### src/rtl/dma_sync_fifo.sv
// DMA channel data buffer: single-clock FIFO with occupancy, watermark and sticky error flags.
// Define DMA_FIFO_FWFT_EN for first-word-fall-through reads; default is a registered read port.
module dma_sync_fifo #(
  parameter int DATA_WIDTH = 32,
  parameter int DEPTH      = 16,
  parameter int AF_LEVEL   = DEPTH - 2,
  parameter int AE_LEVEL   = 2
) (
  input  logic                         clk,
  input  logic                         rst_n,
  input  logic                         clr,
  input  logic                         wen,
  input  logic [DATA_WIDTH-1:0]        data_in,
  input  logic                         ren,
  output logic [DATA_WIDTH-1:0]        data_out,
  output logic                         rd_valid,
  output logic                         fifo_full,
  output logic                         fifo_empty,
  output logic                         almost_full,
  output logic                         almost_empty,
  output logic [$clog2(DEPTH):0]       fill_count,
  output logic                         overflow,
  output logic                         underflow
);
  localparam int AW = $clog2(DEPTH);
  localparam int CW = AW + 1;
  localparam logic [CW-1:0] FULL_L = CW'(DEPTH);
  localparam logic [CW-1:0] AF_L   = CW'(AF_LEVEL);
  localparam logic [CW-1:0] AE_L   = CW'(AE_LEVEL);

  if (DEPTH < 4 || (DEPTH & (DEPTH - 1)) != 0) begin : g_bad_depth
    $error("dma_sync_fifo: DEPTH must be a power of two and at least 4");
  end

  logic [DATA_WIDTH-1:0] mem_q [DEPTH];
  logic [CW-1:0]         wr_ptr_q, wr_ptr_d;
  logic [CW-1:0]         rd_ptr_q, rd_ptr_d;
  logic [CW-1:0]         cnt_q, cnt_d;
  logic                  ovf_q, ovf_d;
  logic                  unf_q, unf_d;
  logic                  wr_acc, rd_acc;

  // Acceptance is judged on pre-edge occupancy; clr masks both sides.
  assign wr_acc = wen && !fifo_full  && !clr;
  assign rd_acc = ren && !fifo_empty && !clr;

  always_comb begin
    wr_ptr_d = wr_ptr_q;
    rd_ptr_d = rd_ptr_q;
    cnt_d    = cnt_q;
    ovf_d    = ovf_q;
    unf_d    = unf_q;
    if (clr) begin
      wr_ptr_d = '0;
      rd_ptr_d = '0;
      cnt_d    = '0;
      ovf_d    = 1'b0;
      unf_d    = 1'b0;
    end else begin
      if (wr_acc) wr_ptr_d = wr_ptr_q + 1'b1;
      if (rd_acc) rd_ptr_d = rd_ptr_q + 1'b1;
      case ({wr_acc, rd_acc})
        2'b10:   cnt_d = cnt_q + 1'b1;
        2'b01:   cnt_d = cnt_q - 1'b1;
        default: cnt_d = cnt_q;
      endcase
      if (wen && fifo_full)  ovf_d = 1'b1;
      if (ren && fifo_empty) unf_d = 1'b1;
    end
  end

  always_ff @(posedge clk or negedge rst_n) begin
    if (!rst_n) begin
      wr_ptr_q <= '0;
      rd_ptr_q <= '0;
      cnt_q    <= '0;
      ovf_q    <= 1'b0;
      unf_q    <= 1'b0;
    end else begin
      wr_ptr_q <= wr_ptr_d;
      rd_ptr_q <= rd_ptr_d;
      cnt_q    <= cnt_d;
      ovf_q    <= ovf_d;
      unf_q    <= unf_d;
    end
  end

  // Storage carries no reset; contents are meaningless until written.
  always_ff @(posedge clk) begin
    if (wr_acc) mem_q[wr_ptr_q[AW-1:0]] <= data_in;
  end

  assign fill_count   = cnt_q;
  assign fifo_full    = (cnt_q == FULL_L);
  assign fifo_empty   = (cnt_q == '0);
  assign almost_full  = (cnt_q >= AF_L);
  assign almost_empty = (cnt_q <= AE_L);
  assign overflow     = ovf_q;
  assign underflow    = unf_q;

`ifdef DMA_FIFO_FWFT_EN
  // Head word is exposed directly; masked to zero while nothing is stored.
  assign data_out = fifo_empty ? '0 : mem_q[rd_ptr_q[AW-1:0]];
  assign rd_valid = !fifo_empty;
`else
  logic [DATA_WIDTH-1:0] dout_q;
  logic                  rvld_q;

  always_ff @(posedge clk or negedge rst_n) begin
    if (!rst_n) begin
      dout_q <= '0;
      rvld_q <= 1'b0;
    end else begin
      rvld_q <= rd_acc;
      if (rd_acc) dout_q <= mem_q[rd_ptr_q[AW-1:0]];
    end
  end

  assign data_out = dout_q;
  assign rd_valid = rvld_q;
`endif

endmodule
### config.mk
export PLATFORM = sky130hd
export DESIGN_NAME = dma_sync_fifo
export DESIGN_NICKNAME = d
export VERILOG_FILES = /design/src/rtl/dma_sync_fifo.sv
export SDC_FILE = /design/constraint.sdc
export NUM_CORES = 1
export LEC_CHECK = 0
export CAP_MARGIN = 20
export CORE_MARGIN = 8
export CORE_UTILIZATION = 45
export DETAILED_ROUTE_END_ITERATION = 8
export MAX_ROUTING_LAYER = met4
export PLACE_DENSITY = 0.67
export REMOVE_ABC_BUFFERS = 1
export SYNTH_ARGS = -nofsm -noshare
export SYNTH_HDL_FRONTEND = slang
export SYNTH_SLANG_ARGS = --single-unit
### constraint.sdc
create_clock -name clk -period 3.8 [get_ports clk]
set_input_delay 0.38 -clock clk [delete_from_list [all_inputs] [get_ports clk]]
set_output_delay 0.38 -clock clk [all_outputs]
set_load 0.02 [all_outputs]
Word level (Yosys, flattened, before mapping)
Memory sizes are Yosys's and may differ from the RTL's. A register that Yosys moved wholly into a read port is not among the register bits.
Index checks and enable logic that the tools add are counted.
{"block": "totals", "in_bits": 37, "ff_bits": 18, "ram_bits": 512, "mem_count": 1}
{"memory": "mem_q", "depth": 16, "width": 32, "rd": 1, "rd_clocked_by_memory_dff": 1, "write_ports": 1, "line": "35", "rtl": "logic [DATA_WIDTH-1:0] mem_q [DEPTH];"}
{"block": "op_classes", "reduce_logical": 16, "muxes": 12, "eq_ne": 3, "n_lt_le_gt_ge": 2, "add_sub_neg": 4}
{"operator": "5-bit 2-to-1 mux", "n": 5}
{"operator": "5-bit by 1-bit adder with 5-bit output (second input constant)", "n": 3}
{"operator": "5-bit one-hot mux with 2 select lines", "n": 1}
{"operator": "2-bit nonzero test", "n": 4}
{"operator": "1-bit logical AND", "n": 6}
{"operator": "1-bit 2-to-1 mux", "n": 6}
{"operator": "5-bit equality test (second input constant)", "n": 1}
{"operator": "5-bit by 4-bit >= comparator with 1-bit output (second input constant)", "n": 1}
{"operator": "5-bit by 2-bit <= comparator with 1-bit output (second input constant)", "n": 1}
{"operator": "5-bit logical NOT", "n": 1}
{"operator": "5-bit by 1-bit subtractor with 5-bit output (second input constant)", "n": 1}
{"operator": "1-bit logical NOT", "n": 4}
{"operator": "3-bit nonzero test", "n": 1}
{"operator": "2-bit by 1-bit equality test with 1-bit output (second input constant)", "n": 1}
{"operator": "2-bit equality test (second input constant)", "n": 1}

Logic depth before layout (Yosys ltp)
{"block": "depth", "ltp_word": 7, "depth_mapped": 11, "ltp_nobuf": 9}

Worst setup path after synthesis
No wires, ideal clock.
{"block": "synth_path", "kind": "register to register", "startpoint": "reg cnt_q[1] (netlist: fill_count[1])", "endpoint": "mem mem_q[8][0], enable pin", "path_stages_with_launch": 6, "n_path_buf": 2, "synth_period_minus_slack_ps": 3791, "setup_time_ps": 461, "slack_ps": 9, "required_ps": 3339, "arrival_ps": 3330, "path_cell_list": "dfrtp_1 -> buf_2 -> or4_1 -> buf_2 -> o21ai_1 -> nor3_1"}
{"block": "synth_via", "elab_chain_len": 6}
{"item": "start, declared", "line": "38", "rtl": "logic [CW-1:0] cnt_q, cnt_d;"}
{"item": "start signal, assigned", "line": "82", "rtl": "cnt_q <= cnt_d;"}
{"item": "5-bit equality test", "line": "94", "rtl": "assign fifo_full = (cnt_q == FULL_L);"}
{"item": "1-bit logical NOT", "line": "44", "rtl": "assign wr_acc = wen && !fifo_full && !clr;"}
{"item": "1-bit logical AND (2 in series)", "line": "44"}
{"item": "1-bit 2-to-1 mux", "line": "90", "rtl": "if (wr_acc) mem_q[wr_ptr_q[AW-1:0]] <= data_in;"}
{"item": "1-bit 2-to-1 mux (implied by the code)", "line": "90"}
{"item": "end, declared", "line": "35"}
Every way passes these cells.

Final worst setup path
{"block": "layout_path", "startpoint": "reg cnt_q[1] (netlist: fill_count[1])", "endpoint": "reg cnt_q[4] (netlist: fill_count[4])"}
{"block": "layout_via", "elab_chain_len": 7, "elab_cells_between_ends": 15, "cone_classes": "2 x add/sub; 3 x eq/ne; 2 x mux; 8 x reduce/logical"}
{"item": "5-bit equality test or 5-bit logical NOT (tied branches)", "line": "94, 95"}
{"item": "1-bit logical NOT, on equally long branches", "line": "44, 45"}
{"item": "1-bit logical AND, on equally long branches (2 in series)", "line": "44, 45"}
{"item": "2-bit by 1-bit equality test with 1-bit output or 2-bit equality test (tied branches)", "line": "62", "rtl": "case ({wr_acc, rd_acc})"}
{"item": "5-bit one-hot mux with 2 select lines", "line": "62"}
{"item": "5-bit 2-to-1 mux", "line": "53", "rtl": "if (clr) begin"}
Parallel ways exist; a longest one is shown, timed or not.
A chain may end at the register's enable or synchronous reset.

==> impl_metrics.py <==
metrics = {
    "run_status": {
        "status": "completed",
    },
    "route": {
        "via_per_inst": 5.70,
        "firstDrtPassIters": 5,
        "route.detailed.drc": 0,
        "drtIter0Drc": 818,
        "wl_per_cell_microns": 25.8,
        "ant_nets": 0,
        "wl_microns": 43600,
        "vias": 9641,
    },
    "cts": {
        "clkLatencyLatePin_ps": 600,
        "cts_root_buf": "clkbuf_16",
        "cts_tree": "done",
        "cts_inserted_buffers": 54,
        "clkTransAtPathRegs_ps": 70,
        "cts.repair.resized": 0,
        "cts_htree_levels": 2,
        "cts_buffer_depth": 3,
        "postCtsSetupRepairBufs": 0,
        "clock-sinks": 560,
        "hold_buffers": 1,
    },
    "worst_setup_path": {
        "slowest_stage": "or4_1",
        "cp_num_cells": 9,
        "rr_worst_depth": 9,
        "critical_path.top_delay_family": "simple AND/OR/NAND/NOR gates",
        "critPathLaunchType": "register",
        "crit_path_end_kind": "register",
        "arrival_ps": 3480,
        "crit_chain": "or4_1 > o211ai_2 > inv_1 > ha_1 > and2_1 > a221o_1 > mux2i_1 > nor2b_1 > o31a_1",
        "crit_path_max_incr_delay_ps": 710,
        "crit_type": "register to register",
        "cp_data_required_time_ps": 4280,
        "crit_path_max_fanout": 11,
        "crit_buf_inv": 1,
    },
    "timing": {
        "max_slew_margin_pct": 23.0,
        "rsz0062_at_grt": "false",
        "max_freq_ghz": 0.332,
        "drv_slew": 0,
        "hold_viol": 0,
        "finalSetupViolations": 0,
        "fin_crit_ps": 3010,
        "fin_ws_ps": 791,
        "post-route-period-util_pct": 79.2,
        "skew_ps": 11.7,
        "tightest_slew_ps": 1160,
        "fin_tns_setup_ps": 0,
    },
    "yosys": {
        "synth.distinct_cells": 49,
        "async_flop_share_pct": 8.57,
        "syn-cell-area_sq_um": 21600,
        "synth_warnings": 0,
        "synth_area_leaders": "edfxtp_1 71%, mux4_2 15%, dfrtp_1 5.6%",
        "syn_avg_cell_area_sq_um": 23.8,
        "yosys.area.top_type": "edfxtp_1",
        "synth_top_area_share_pct": 71.1,
        "synth-edff-count": 512,
        "yosysSeqAreaShare_pct": 76.6,
        "syn_inst": 908,
        "synth_ff_type": "edfxtp_1",
        "ys_ff_latch": 560,
    },
    "global_route": {
        "grt_use_total_pct": 16.4,
        "grt_pass1_vias": 10100,
        "grt_first_pass_wirelength_microns": 67100,
        "grt_max_degree": 50,
        "antenna_found_initial": 1,
        "grt_overflow": 0,
    },
    "pwr": {
        "power_density_nw_per_um2": 643,
        "ir_drop_mv": 0.346,
        "cellLeakagePower_nw": 7.90,
        "total_power_mw": 16.1,
    },
    "place": {
        "placedCellCount": 1587,
        "place_area_sq_um": 23300,
        "io_buffers": 80,
        "dp_slack_ps": 782,
        "globalplace.congestion": 0.762,
        "place_hpwl_microns": 24800,
    },
    "floorplan": {
        "die_x_microns": 235,
        "fp-row-count": 80,
        "fp.coreArea_sq_um": 47600,
        "start_util_pct": 45.4,
        "die_area_sq_um": 55300,
        "ios": 81,
        "die_h_microns": 235,
    },
    "layout": {
        "layout_common_cells": "512 x edfxtp_1, 146 x mux4_2, 79 x clkdlybuf4s50_1, 54 x clkbuf_16, 44 x dfrtp_1",
        "nNetsFinal": 1075,
        "layout_commonest_cell": "edfxtp_1",
        "final_cells": 1690,
        "area_growth_pct": 16.0,
        "stdcell_area_sq_um": 25100,
        "drive_above_1_share_pct": 30.4,
    },
    "min_path": {
        "hp-class": "primary input to asynchronous set/reset pin",
    },
    "flow_run": {
        "maxCapViolations": 0,
    },
}
Yosys cell counts (all sizes together), types with 3 or more instances:
master / count
and3: 4
nor2: 17
and2: 11
ha: 7
dfrtp: 48
inv: 7
mux4: 160
nor3: 6
o21ai: 5
xor2: 5
a21oi: 6
xnor2: 3
buf: 22
mux2: 33
edfxtp: 512
nand2: 8
clkbuf: 25
where the power goes:
part / switching (mW) / total [mW] / internal, mW / leakage (nW)
logic: 1.70 / 3.68 / 1.98 / 1.89
clock network: 2.29 / 5.13 / 2.84 / 0.813
registers: 0.262 / 7.31 / 7.05 / 5.20
registers in the layout, indices dropped and copies added (netlist names):
register    cells
data_out       32
fill_count      5
mem_q         512
overflow        1
rd_ptr_q        4
rd_valid        1
underflow       1
wr_ptr_q        4
worst reg2reg max path: stages, from the launching register on:
cell	delay, ps
dfrtp_1	490
or4_1	710
o211ai_2	290
inv_1	90
ha_1	330
and2_1	190
a221o_1	340
mux2i_1	170
nor2b_1	70
o31a_1	230
final cells by class:
| type | instances | area, sq um |
|---|---|---|
| clock inverter | 35 | 282 |
| tap | 615 | 769 |
| inverter | 7 | 26.3 |
| antenna | 1 | 2.50 |
| timing repair buffer | 114 | 1240 |
| multi-input combinational | 294 | 4750 |
| fill | 3575 | 22600 |
| sequential | 560 | 16600 |
| clock buffer | 64 | 1430 |
per-stage QoR:
stage	hold WS [ps]	utilization [%]
after detailed placement	445	48.9
after floorplan	84.4	-
final	324	52.6
after global placement	438	48.9
after CTS	359	52.6
after global routing	404	52.6
path summary, 6_finish.rpt:
kind / start / to / slack [ps]
max: fill_count[1]$_DFFE_PN0P_ / fill_count[4]$_DFFE_PN0P_ / 790
min: rst_n / data_out[19]$_DFFE_PN0P_ / 320
max reg2reg: fill_count[1]$_DFFE_PN0P_ / fill_count[4]$_DFFE_PN0P_ / 790
min reg2reg: data_out[6]$_DFFE_PN0P_ / data_out[6]$_DFFE_PN0P_ / 500
max in group asynchronous: rst_n / rd_ptr_q[0]$_DFFE_PN0P_ / 2570
min in group clk: data_out[6]$_DFFE_PN0P_ / data_out[6]$_DFFE_PN0P_ / 500
cells by family after synthesis:
logic type / after synthesis / synth area share, %
muxes: 195 / 18.7
buffers and inverters: 54 / 1.65
AOI/OAI and AO/OA: 25 / 0.839
DFF: 560 / 76.6
and+or+nand+nor: 59 / 1.45
adders and majority gates: 7 / 0.405
xor gates and xnor gates: 8 / 0.324
per-layer routing:
layer	part of all wire (%)	track usage, %	vias up	wire (microns)
met5	0	-	-	0
met4	1.7	4.07	0	757
met3	6.1	3.51	58	2650
met2	48	25.0	270	20800
met1	44	22.5	5205	19400
li1	-	-	4108	-
Power figures use the tool's default switching activity.
